===== config.mk =====
export PLATFORM = sky130hd
export DESIGN_NAME = lsu_mem_ctrl
export DESIGN_NICKNAME = d
export VERILOG_FILES = /design/src/rtl/lsu_mem_ctrl.sv
export SDC_FILE = /design/constraint.sdc
export NUM_CORES = 1
export LEC_CHECK = 0
export ABC_AREA = 0
export CORE_MARGIN = 3
export CORE_UTILIZATION = 45
export DETAILED_ROUTE_END_ITERATION = 10
export GPL_ROUTABILITY_DRIVEN = 0
export HOLD_SLACK_MARGIN = 0.12
export PLACE_DENSITY = 0.92
export REMOVE_ABC_BUFFERS = 1
export SKIP_LAST_GASP = 1
export SLEW_MARGIN = 20
export SYNTH_ARGS = -nofsm -noshare
export SYNTH_HDL_FRONTEND = slang
export SYNTH_SLANG_ARGS = --single-unit

===== constraint.sdc =====
create_clock -name clk -period 3 [get_ports clk]
set_input_delay 0.6 -clock clk [delete_from_list [all_inputs] [get_ports clk]]
set_output_delay 0.6 -clock clk [all_outputs]
set_load 0.02 [all_outputs]

===== src/rtl/lsu_mem_ctrl.sv =====
// lsu_mem_ctrl: single-outstanding load/store unit in front of an 8-byte-wide data memory.
// Loads are lane-extracted and extended; stores get a byte mask and lane-shifted data.
module lsu_mem_ctrl #(
    parameter int ADDR_W = 64,
    parameter int DATA_W = 64
) (
    input  logic              clk,
    input  logic              rst,
    input  logic              req_valid,
    output logic              req_ready,
    input  logic              req_we,
    input  logic [ADDR_W-1:0] req_addr,
    input  logic [DATA_W-1:0] req_wdata,
    input  logic [1:0]        req_size,
    input  logic              req_unsigned,
    output logic              mem_req_valid,
    input  logic              mem_req_ready,
    output logic [ADDR_W-1:0] mem_addr,
    output logic              mem_we,
    output logic [DATA_W-1:0] mem_wdata,
    output logic [7:0]        mem_wmask,
    input  logic              mem_rsp_valid,
    input  logic [DATA_W-1:0] mem_rdata,
    output logic [DATA_W-1:0] ls_rd_data,
    output logic              ls_done,
    output logic              ls_err
);
    typedef enum logic [1:0] {IDLE, REQ, RESP, DONE} state_t;
    state_t            r_state;
    logic              r_we;
    logic              r_uns;
    logic              r_err;
    logic [1:0]        r_size;
    logic [ADDR_W-1:0] r_addr;
    logic [DATA_W-1:0] r_wdata;
    logic [DATA_W-1:0] r_rd_data;
    logic              w_mis;
    logic [2:0]        w_off;
    logic [5:0]        w_sh;
    logic [7:0]        w_base;
    logic [DATA_W-1:0] w_dmask;
    logic [DATA_W-1:0] w_fld;
    logic [DATA_W-1:0] w_ld;

    // low address bits that must be zero: none/0/1:0/2:0 for byte/half/word/dword
    assign w_mis   = |(req_addr[2:0] & {&req_size, req_size[1], |req_size});
    assign w_off   = r_addr[2:0];
    assign w_sh    = {w_off, 3'b000};
    assign w_base  = r_size == 2'd0 ? 8'h01 : r_size == 2'd1 ? 8'h03 : r_size == 2'd2 ? 8'h0F : 8'hFF;
    assign w_dmask = r_size == 2'd0 ? 64'hFF : r_size == 2'd1 ? 64'hFFFF :
                     r_size == 2'd2 ? 64'hFFFF_FFFF : {DATA_W{1'b1}};
    assign w_fld   = mem_rdata >> w_sh;
    assign w_ld    = r_size == 2'd0 ? {{56{~r_uns & w_fld[7]}}, w_fld[7:0]} :
                     r_size == 2'd1 ? {{48{~r_uns & w_fld[15]}}, w_fld[15:0]} :
                     r_size == 2'd2 ? {{32{~r_uns & w_fld[31]}}, w_fld[31:0]} : w_fld;

    always_ff @(posedge clk) begin
        if (rst) begin
            r_state   <= IDLE;
            r_we      <= 1'b0;
            r_uns     <= 1'b0;
            r_err     <= 1'b0;
            r_size    <= '0;
            r_addr    <= '0;
            r_wdata   <= '0;
            r_rd_data <= '0;
        end else begin
            case (r_state)
                IDLE: if (req_valid) begin
                    r_we      <= req_we;
                    r_uns     <= req_unsigned;
                    r_size    <= req_size;
                    r_addr    <= req_addr;
                    r_wdata   <= req_wdata;
                    r_rd_data <= '0;
                    r_err     <= w_mis;
                    r_state   <= w_mis ? DONE : REQ;
                end
                REQ:  if (mem_req_ready) r_state <= RESP;
                RESP: if (mem_rsp_valid) begin
                    r_rd_data <= r_we ? '0 : w_ld;
                    r_state   <= DONE;
                end
                DONE: r_state <= IDLE;
                default: r_state <= IDLE;
            endcase
        end
    end

    assign req_ready     = r_state == IDLE;
    assign mem_req_valid = r_state == REQ;
    assign ls_done       = r_state == DONE;
    assign ls_err        = r_err;
    assign ls_rd_data    = r_rd_data;
    assign mem_addr      = {r_addr[ADDR_W-1:3], 3'b000};
    assign mem_we        = r_we;
    assign mem_wmask     = r_we ? w_base << w_off : 8'h00;
    assign mem_wdata     = r_we ? (r_wdata & w_dmask) << w_sh : '0;
endmodule


; Word level (Yosys, flattened, before mapping)
; Index checks and enable logic that the tools add are counted.
[classes]
eq_ne = 8
shift = 3
mux = 20
n_bitwise = 6
reduce_logical = 9
[ops]
columns = operator, count
row1 = $mux 64, 10
row2 = $pmux 64 s2, 1
row3 = $and 64x64->64, 1
row4 = $shl 64x6->64, 1
row5 = $shr 64x6->64, 1
row6 = $mux 8, 4
row7 = $mux 2, 4
row8 = $pmux 2 s4, 1
row9 = $shl 8x3->8, 1
row10 = $eq 2x2->1 const B, 3
row11 = $reduce_and 3->1, 2
row12 = $eq 2x1->1 const B, 2
row13 = $logic_not 2->1, 2
row14 = $ne 2x2->1 const B, 2
row15 = $reduce_and 2->1, 2
row16 = $and 1x1->1, 3
row17 = $and 3x3->3, 1
row18 = $reduce_or 3->1, 1
row19 = $ne 2x1->1 const B, 1
row20 = $reduce_bool 2->1, 1
row21 = $reduce_or 2->1, 1
row22 = $not 1->1, 1
[totals]
ff_bits = 199
in_bits = 201
output_inout_bits = 205
wordCells = 54

; Logic depth before layout (Yosys ltp)
[depth]
word_depth = 8
depth_mapped = 9
mapped_depth_nobuf = 7

; Worst setup path after synthesis
; OpenSTA, ideal clock, no wires.
[synth_path]
path_kind = flip-flop to output port
startpoint = register r_addr[0]
endpoint = output mem_wdata[63]
arrival_ns = 2.147
required_ns = 2.400
path_slack_ns = 0.253
path_stages_with_launch = 9
n_path_buf = 5
cell_sequence = dfxtp_1 -> buf_4 -> buf_4 -> buf_2 -> buf_2 -> buf_2 -> a21oi_1 -> o21a_1 -> a211oi_1
[synth_via]
elab_chain_len = 2
[synth_rtl]
columns = element, line_no
row1 = from (decl), 34  ; logic [ADDR_W-1:0] r_addr;
row2 = from (signal assigned), 73  ; r_addr <= req_addr;
row3 = $shl 64x6->64, 98  ; assign mem_wdata = r_we ? (r_wdata & w_dmask) << w_sh : '0;
row4 = $mux 64, 98
row5 = to (decl), 20  ; output logic [DATA_W-1:0] mem_wdata,
; No other way between the ends.

; Worst setup path in the final report
[layout_path]
startpoint = register r_size[0]
endpoint = output mem_wdata[13]
[layout_via]
elab_chain_len = 7
word_cells_on_any_way = 9
cone_classes = eq/ne: 2 / shift: 1 / mux: 4 / bitwise: 1 / reduce/logical: 1
[layout_rtl]
columns = element, line_no
row1 = from (decl), 33  ; logic [1:0] r_size;
row2 = from (signal assigned), 72  ; r_size <= req_size;
row3 = $eq 2x2->1, 51  ; r_size == 2'd2 ? 64'hFFFF_FFFF : {DATA_W{1'b1}};
row4 = $mux 64, 51
row5 = $mux 64, 50  ; assign w_dmask = r_size == 2'd0 ? 64'hFF : r_size == 2'd1 ? 64'hFFFF :
row6 = $mux 64 (*), 50
row7 = $and 64x64->64 (*), 98
row8 = $shl 64x6->64 (*), 98
row9 = $mux 64 (*), 98
; Mark *: on every way between the ends. The rest lies on a longest branch, timed or not.

==> results.md <==
- The run finished with clean final reports.
- The clock net sink count is 199.
- In the final layout, the share of cells above drive strength 1 is 0.112.
- The hold path startpoint is ls_rd_data[38].
- A synthesized cell averages 7.69 um2.
- CTS placed an instance of sky130_fd_sc_hd__clkbuf_16 at the clock tree root.
- The met3 routed wirelength is 5230 um.
- The post-route standard cell area excluding fillers is 0.0160 mm2.
- Broken down by cell family, the worst path's largest delay share belongs to buffers and inverters.
- The normalized max-slew margin is 0.327.
- The uppermost layer routed is met4.
- The total standard cell area after synthesis is 0.0114 mm2.
- After detailed routing, the average wire length per cell comes to 21.3 um.
- The final cycle utilization of the critical path is 0.976.
- The proportion of synthesized chip area in sequential cells is 0.350.
- The transition time of the tightest slew-check pin is 1010 ps.
- The via count of the first global-routing pass was 12416.
- The die span in y is 165 um.
- The number of hold violations in the final report was 0.
- The final setup skew is 18.6 ps.
- The aggregate routed wire length is 44800 um.
- The launch point of the worst reg-to-reg path is r_addr[1].
- The peak supply drop is 0.437 mV.
- The cell area after placement is 0.0153 mm2.
- The number of hold buffers added after CTS is 0.
- sky130_fd_sc_hd__dfxtp_1 takes more of the synthesized area than any other cell.
- The via density per instance is 5.90.
- For the worst setup path, the data required time is 2400 ps.
- For the worst setup path, the data arrival time is 2330 ps.
- The number of nets at the end of the flow is 1971.
- The internal reg-to-reg setup slack is 200 ps.
- By count the netlist is led by 346 x sky130_fd_sc_hd__nand2_1, 199 x sky130_fd_sc_hd__dfxtp_1, 193 x sky130_fd_sc_hd__a21oi_1.
- The number of antenna violations at the first check in global routing is 6.
- Detailed placement finished with a half-perimeter wire length of 32700 um.
- The global-route usage over all layers is 0.315.
- The number of design-rule violations left by the first detailed-router iteration is 1397.
- Of all nets on the critical path, the largest fanout is 14.
- The fmax is 342 MHz.
- The clock-pin slew reported for the worst setup and hold paths after clock tree synthesis is 80 ps.
- The worst hold path depth is 2.
- Input and output buffers added on the ports amount to 402.
- Yosys printed 0 warnings.
- The first global-routing pass estimated 66800 um of wire.
- The most used flip-flop cell after synthesis is sky130_fd_sc_hd__dfxtp_1.
- The type of the most critical hold path is flop to flop.
- The maximum count of clock buffers along a single path is 2.
- The worst hold path endpoint is ls_rd_data[38].
- The time the worst path needs with I/O delays and setup is 2930 ps.
- Clock tree synthesis inserted a total of 17 buffers.
- The area share of the leading cell type in the synthesized netlist is 0.350.
- The worst setup path is captured at an output port.
- The floorplan step defined a core boundary enclosing 0.0246 mm2.
- Counting flops with an async set or reset pin after synthesis yields a share of 0.
- TritonCTS built the clock tree.
- The total power divided by cell area is 644 mW/mm2.
- Setup repair after global routing could not meet its margin everywhere.
- Synthesis inferred 199 register bits.
- Max-cap violations in this run came to 0.
- The routed layout has 12444 vias.
- The standby leakage power is 5.91 nW.
- The path depth of the worst reg2reg path is 7.
- The die covers 0.0272 mm2.
- The number of iterations in the first detailed-routing pass is 6.
- After detailed routing, the met2 layer carries 21600 um of wire.
- The setup path with the least slack is of type flop to output port.
- Setup violations remaining at the end of the flow were counted as 0.
- The initial utilization of the core area, before any placement, comes to 0.462.
- Entering global routing, the biggest net connects 136 pins.
- In the routed design, unresolved DRC markers number 0.
- The cell count after synthesis came out at 1479.
- From synthesis to final layout, the design area changed by 40.8%.
- The distinct cell type count of the synthesized netlist is 53.
- The chip width is 165 um.
- The critical path goes through nor2_4, buf_4, nor3b_1, a21oi_2, nor2_1, clkdlybuf4s50_1.
- The kind of start point of the critical path is a flop.
- The number of buffers and inverters on the critical path is 2.
- The total overflow left after global routing is 0.
- In this design, the stage delay of the slowest critical-path cell is 680 ps.
- For the worst-skew pair, the clock arrives at the later sink with an insertion delay of 450 ps.
- At the placement stage, the worst setup path has a slack of 69.7 ps.
- 406 I/O pins were placed.
- The number of core rows is 57.
- The number of H-tree levels is 4.
- After detailed routing, the wire length on met1 is 15200 um.
- After synthesis, the cell types taking the most area are sky130_fd_sc_hd__dfxtp_1 35%, sky130_fd_sc_hd__nand2_1 11%, sky130_fd_sc_hd__a21oi_1 8.5%.
- The most instantiated library cell after synthesis is sky130_fd_sc_hd__nand2_1.
- Setup slack closes at 73.5 ps.
- The highest-delay cell along the critical path is sky130_fd_sc_hd__clkdlybuf4s50_1.
- In this run the critical register-to-register path is captured at ls_rd_data[42].
- The number of synthesized flops with an enable pin is 0.
- The final-report max-slew violation count is 0.
- The count of nets left with antenna violations once routing finished came out at 0.
[cells by family after synthesis]
group | count (synthesis) | share of synthesized area
simple gates | 552 | 0.204
compound gates | 399 | 0.221
buf+inv | 202 | 0.0922
flops | 199 | 0.350
mux | 122 | 0.128
fa+ha+maj | 4 | 0.00440
other cells | 1 | 0.000330
[power breakdown]
part	switching [mW]	total (mW)	internal [mW]	leakage, nW
Combinational	2.69	4.51	1.81	3.98
Clock	1.21	2.44	1.23	0.299
Sequential	0.318	3.37	3.05	1.63
[placed cells by master, fill, tap and decap left out, types with 17 or more instances in the layout]
cell type,n
sky130_fd_sc_hd__a211oi_1,34
sky130_fd_sc_hd__buf_4,53
sky130_fd_sc_hd__nor2_1,123
sky130_fd_sc_hd__mux2i_1,75
sky130_fd_sc_hd__nand2_1,343
sky130_fd_sc_hd__o21ai_1,30
sky130_fd_sc_hd__clkbuf_16,17
sky130_fd_sc_hd__clkdlybuf4s50_1,340
sky130_fd_sc_hd__dlygate4sd2_1,42
sky130_fd_sc_hd__dfxtp_1,194
sky130_fd_sc_hd__a21oi_1,191
sky130_fd_sc_hd__mux2_2,31
[how the worst max path moves through the flow]
stage | depth (start not counted) | start | end | slack [ps]
3_5_place_dp | 6 | mem_rdata[47] | ls_rd_data[42] | 70
4_1_cts | 5 | r_addr[0] | mem_wmask[4] | -70
6_report | 6 | r_size[0] | mem_wdata[13] | 70
2_1_floorplan | 5 | r_addr[0] | ls_rd_data[16] | -3640
5_1_grt | 7 | r_addr[0] | mem_wdata[63] | -30
3_3_place_gp | 6 | mem_rdata[47] | ls_rd_data[41] | 120
[worst min-delay path: cells and delay by family, from the launching register on]
kind	cells	cell delay [ps]
flip-flops	1	320
AND/OR/NAND/NOR	1	50
AO/OA/AOI/OAI	1	50
[area by class of cell]
| cell class | count | area, um2 |
|---|---|---|
| fill | 1968 | 8590 |
| clock buffer | 18 | 439 |
| timing repair buffer | 461 | 4510 |
| sequential | 199 | 4000 |
| inverter | 7 | 26.3 |
| multi-input combinational | 1080 | 6440 |
| clock inverter | 14 | 175 |
| tap | 324 | 405 |
| antenna | 6 | 15.0 |
[layer usage]
metal | up-vias | track usage
met1 | 5801 | 0.341
li1 | 5627 | -
met3 | 175 | 0.101
met5 | - | 0
met4 | 0 | 0.193
met2 | 841 | 0.532
[per-stage QoR]
step                TNS (ps)   util  cells  total power, mW  hold WS, ps
floorplan            -451960      -   1286             5.94          430
global placement           0  0.623   2067             7.67          431
detailed placement         0  0.623   2067             7.80          444
CTS                     -276  0.649   2103             10.3          456
global route           -52.2  0.651   2109             10.8          470
finish                     0  0.651   2109             10.3          454
[registers in the layout, summed over array words and instances (netlist names)]
| signal | count |
|---|---|
| r_uns | 1 |
| ls_rd_data | 64 |
| r_addr | 64 |
| r_wdata | 64 |
| ls_err | 1 |
| r_state | 2 |
| mem_we | 1 |
| r_size | 2 |
[what timing repair did]
action                     in CTS  in global routing
resized for setup              61                 36
setup endpoints to repair      63                 26
gates cloned                    1                  0
setup buffers                   3                  0
pin swaps                       1                  0
No activity file was read; power rests on OpenSTA's default activity.
==> variant 1 (same flow settings) <==
Make the reset (`rst`) asynchronous in one clocked block.
--- a/src/rtl/lsu_mem_ctrl.sv
+++ b/src/rtl/lsu_mem_ctrl.sv
@@ -56,3 +56,3 @@
 
-    always_ff @(posedge clk) begin
+    always_ff @(posedge clk or posedge rst) begin
         if (rst) begin
Function: differs if rst is asserted again (counterexample within 4 cycles, from zero or initial values and one cycle with rst high); with rst held inactive, the same outputs for 4 cycles.
==> variant 1 against the original RTL <==
- the run now ends with setup timing left
- first-iteration DRC count rose by 27%
- critical endpoint is now mem_wmask[6]
- synthesized cell count fell by 23%
- clock skew fell by 0.0037 ns
- cell area rose by 3.4%
- wire length rose by 0.79%
- area after synthesis rose by 2.0%
- die area rose by 1.9%
- register-to-register slack improved by 0.08 ns
- fmax fell by 3.9%
- count of clock-buffer cells in the layout fell by 1
- global-route usage fell by 0.53 points
- sequential cell count did not move
- worst setup slack got worse by 0.12 ns
Power is not compared: it rests on default switching activity, and its combinational part moved more than twofold at a synthesized area within 25%.
==> variant 1: results (changes against the original RTL) <==
Status: finished with violations (was complete, no violations). The final reports fail on setup timing. The slew at the pin with the worst max-slew slack came to 0.584 ns (was 1.01 ns). The number of antenna violations at the first check in global routing is 9 (was 6).

The maximum number of pins on one net before global-route repair is 76 (was 136). The capture point of the critical path is mem_wmask[6] (was mem_wdata[13]). The all-layer global routing usage came to 0.309 (was 0.315). The accumulated negative setup slack came out at -0.0967 ns (was 0 ns). The routed wire length came out at 45.2 mm (was 44.8 mm).

The slack of the critical path is -0.0442 ns (was 0.0735 ns). The register-to-register setup slack came to 0.28 ns (was 0.20 ns). The origin of the worst setup path is r_addr[0]$_DFFE_PP0P_ (was r_size[0]$_SDFFE_PP0P_). The reg-to-reg critical path startpoint is r_addr[1]$_DFFE_PP0P_ (was r_addr[1]$_SDFFE_PP0P_). The endpoint of the worst-slack reg-to-reg timing path was ls_rd_data[45]$_DFFE_PP0P_ (was ls_rd_data[42]$_SDFFE_PP0P_). The half-perimeter wire length after placement is 32.3 mm (was 32.7 mm). The data arrival time of the worst path is 2.44 ns (was 2.33 ns). The number of nets in the finished design came out at 1678 (was 1971). The maximum fanout along the worst path is 21 (was 14).

The startpoint of the worst hold path is ls_rd_data[4]$_DFFE_PP0P_ (was ls_rd_data[38]$_SDFFE_PP0P_). The per-cell via count in the routed design came out at 6.17 (was 5.90). The kind of cell adding the most delay to the critical path is buffers and inverters (unchanged). The fraction of layout instances using a drive strength above 1 came out at 0.218 (was 0.112). The endpoint of the worst hold-timing path is ls_rd_data[4]$_DFFE_PP0P_ (was ls_rd_data[38]$_SDFFE_PP0P_).

The count of different cell masters after synthesis is 50 (was 53). The highest cell delay on the worst timing path came out at 0.61 ns (was 0.68 ns). The worst hold slack came out at 0.485 ns (was 0.454 ns).

The post-detailed-placement cell area is 15700 sq um (was 15300 sq um). The total via count after detailed routing is 11269 (was 12444). The global-route wire length before repair came out at 67.2 mm (was 66.8 mm). Top cell types by occurrence after synthesis: 199 x dfrtp_1, 148 x mux2_2, 104 x nor2_1, 84 x nand2_1 (was 346 x nand2_1, 199 x dfxtp_1, 193 x a21oi_1, 125 x nor2_1, 96 x clkbuf_1). The final-report setup violation count came out at 4 (was 0). The starting DRC count in detailed routing came out at 1768 (was 1397). The setup slack at placement was 0.00755 ns (was 0.0697 ns). The clock tree skew after final layout came out at 0.0150 ns (was 0.0186 ns). The per-instance average area after synthesis came to 10.2 sq um (was 7.69 sq um). The cell count after placement is 1769 (was 2067).
## variant 1: cell families (layout without fill, tap and decap cells)
kind of cell	count (synthesis)	in the layout	synth area share
AOI/OAI and AO/OA	272	272	0.162
xor gates and xnor gates	1	1	0.000755
adders and majority gates	4	4	0.00431
buffers and inverters	178	529	0.0841
DFF	199	199	0.429
muxes	231	231	0.225
other	1	12	0.000323
and+or+nand+nor	247	247	0.0941
## variant 1: layout make-up
type	instances	area (sq um)
multi-input combinational	758	5790
antenna	9	22.5
sequential	199	4990
clock inverter	15	203
tap	330	413
clock buffer	17	425
fill	1897	8690
timing repair buffer	475	4610
inverter	22	98.8
## variant 1: per-layer routing
metal,vias up,part of all wire,GRT usage
li1,4733,-,-
met1,5453,0.35,0.363
met2,889,0.49,0.525
met3,194,0.11,0.0900
met4,0,0.048,0.145
met5,-,0,0
## variant 1: repair_timing
item	in CTS	in global routing
endpoints found under the setup margin	68	40
cloned	0	2
hold buffers	0	0
pin swaps	0	3
buffers inserted	1	11
resized for setup	96	73
==> variant 2 (config.mk and constraints unchanged) <==
Made on the original files. Register the output `ls_err` once more, with the module's reset; this adds one clock of latency there. The other outputs are not delayed to match.
--- a/src/rtl/lsu_mem_ctrl.sv
+++ b/src/rtl/lsu_mem_ctrl.sv
@@ -92,3 +92,9 @@
     assign ls_done       = r_state == DONE;
-    assign ls_err        = r_err;
+    always_ff @(posedge clk) begin
+        if (rst) begin
+            ls_err <= '0;
+        end else begin
+            ls_err <= r_err;
+        end
+    end
     assign ls_rd_data    = r_rd_data;
Formal check against the unedited RTL: not equivalent (a bounded check fails within 4 cycles, from zero or initial values and one cycle with rst high).
==> variant 2 against the original RTL <==
- worst setup slack better by 0.0041 ns
- count of clock-buffer cells in the layout did not move
- global-route usage grew 0.63 points
- area after synthesis grew 0.29%
- sequential cell count is 1 higher
- non-clock buffer count shrank 6
- cell area rose by 0.34%
- clock skew decreased by 0.0027 ns
- total power increased by 0.17%
- wire length increased by 3.0%
- sequential power about the same
- critical path type unchanged
- critical endpoint is now mem_wmask[3]
- highest routed layer unchanged
==> variant 2: results (changes against the original RTL) <==
The register-to-register setup slack came out at 0.13 ns (was 0.20 ns). Biggest area contributors in the synthesized netlist: dfxtp_1 35%, nand2_1 11%, a21oi_1 8.5%, mux2i_1 6.6%, buf_4 4.3% (was dfxtp_1 35%, nand2_1 11%, a21oi_1 8.5%, mux2i_1 6.6%, buf_4 4.4%). The headroom to the max-slew limit is 0.328 (was 0.327). The clock tree skew after final layout is 0.0159 ns (was 0.0186 ns). The leakage power of the design came out at 6.07 nW (was 5.91 nW). The global-route wire length before repair came to 68.1 mm (was 66.8 mm). The number of antenna violations at the first check in global routing came to 7 (was 6).

The data arrival time of the worst path is 2.32 ns. The maximum number of pins on one net before global-route repair came to 83 (was 136). The synthesis warning total came out at 0 (unchanged). The maximum fanout along the worst path is 28 (was 14). The total net switching power came out at 4.24 mW (was 4.22 mW). The average detailed-routed wire length per instance was 21.9 um (was 21.3 um).

The class of the most critical hold timing path is flop to flop (unchanged). The fraction of layout instances using a drive strength above 1 is 0.103 (was 0.112). The minimum clock period came out at 2.92 ns (was 2.93 ns). The total via count after detailed routing was 12637 (was 12444).

The number of buffer cells added on primary ports came out at 402 (unchanged). The post-synthesis sequential area ratio is 0.351 (was 0.350). The post-CTS repair timing setup buffer count was 0 (was 3). The fraction of registers with async set or reset after synthesis came out at 0 (unchanged).

The clock transition time at the flip-flop clock pins of the worst setup and hold paths is 0.09 ns. The setup slack at placement came out at -0.0181 ns (was 0.0697 ns). Top cell types by occurrence after synthesis: 346 x nand2_1, 200 x dfxtp_1, 193 x a21oi_1, 125 x nor2_1, 89 x clkbuf_1 (was 346 x nand2_1, 199 x dfxtp_1, 193 x a21oi_1, 125 x nor2_1, 96 x clkbuf_1). The count of filler cells inserted in the layout is 1992 (was 1968).

The number of gates resized after CTS came out at 46 (was 61). The number of buffers created by CTS is 17 (unchanged). The clock tree buffer depth is 2 (unchanged). The number of iterations in the first detailed-routing pass is 6 (unchanged). The H-tree depth came out at 4 (unchanged). The half-perimeter wire length after placement came to 33.1 mm (was 32.7 mm). Status: complete, no violations (unchanged).

The via count of the first global-routing pass is 12342 (was 12416). The all-layer global routing usage is 0.321 (was 0.315). The insertion delay to the later sink of the worst-skew pair came out at 0.42 ns (was 0.45 ns).

The number of nets in the finished design came out at 1967 (was 1971). The peak supply drop came out at 0.382 mV (was 0.437 mV). The final max-slew violation count is 0 (unchanged). The count of different cell masters after synthesis is 54 (was 53).

The cell chosen for the clock root is clkbuf_16 (unchanged). The starting DRC count in detailed routing came out at 1727 (was 1397).
variant 2: changes by cell type after synthesis, sizes merged:
cell | before | now
buf | 99 | 106
clkbuf | 96 | 89
dfxtp | 199 | 200
nor2b | 13 | 14
variant 2: layout make-up:
cell class	count	area (sq um)	share of cell area
flip-flops and latches	200	4020	0.250
diodes	8	20.0	0.00125
well taps	324	405	0.0252
repair buffers	455	4590	0.285
clock inverters	14	176	0.0110
multi-input cells	1081	6410	0.399
inverters	7	26.3	0.00164
clock buffers	18	429	0.0267
variant 2: critical path, stage by stage (launching register included):
cell and delay, ns:
dfxtp_4 0.39, buf_16 0.18, buf_8 0.19, or2_2 0.32
a21oi_1 0.17, nor2_1 0.07, clkdlybuf4s50_1 0.56
variant 2: kinds of logic (layout without fill, tap and decap cells):
| group | Yosys count | after routing | share of synthesized area |
|---|---|---|---|
| flip-flops | 200 | 200 | 0.351 |
| adder cells (fa/ha/maj) | 4 | 4 | 0.00439 |
| AND/OR/NAND/NOR | 553 | 553 | 0.204 |
| AO/OA/AOI/OAI | 399 | 399 | 0.221 |
| multiplexers | 122 | 122 | 0.128 |
| buffers and inverters | 202 | 494 | 0.0920 |
| other | 1 | 11 | 0.000329 |
variant 2: metal layers:
| layer | track usage | part of all wire | vias up |
|---|---|---|---|
| met1 | 0.349 | 0.34 | 5923 |
| met3 | 0.0978 | 0.12 | 175 |
| met4 | 0.174 | 0.047 | 0 |
| li1 | - | - | 5651 |
| met5 | 0 | 0 | - |
| met2 | 0.557 | 0.49 | 888 |
variant 2: metrics by stage:
step | instances | area (sq um) | hold WS (ns) | TNS (ns)
2_1_floorplan | 1288 | 10400 | 0.430 | -451.97
5_1_grt | 2106 | 16100 | 0.466 | 0
3_3_place_gp | 2065 | 15300 | 0.433 | 0
6_report | 2107 | 16100 | 0.448 | 0
3_5_place_dp | 2065 | 15300 | 0.437 | -0.0584
4_1_cts | 2099 | 16000 | 0.449 | -0.463
variant 2: power by group through the flow:
stage	combinational [mW]	clock, mW	sequential, mW
after floorplan	2.13	0	3.82
after global placement	4.31	0	3.38
after detailed placement	4.43	0	3.41
after CTS	4.49	2.45	3.35
after global routing	4.86	2.56	3.41
final	4.55	2.42	3.37
variant 2: path summary, 6_finish.rpt:
path | from | to | cells after the start
setup / recovery | r_addr[0]$_SDFFE_PP0P_ | mem_wmask[3] | 6
hold / removal | ls_rd_data[38]$_SDFFE_PP0P_ | ls_rd_data[38]$_SDFFE_PP0P_ | 2
setup reg to reg | r_addr[0]$_SDFFE_PP0P_ | ls_rd_data[12]$_SDFFE_PP0P_ | 8
hold reg to reg | ls_rd_data[38]$_SDFFE_PP0P_ | ls_rd_data[38]$_SDFFE_PP0P_ | 2
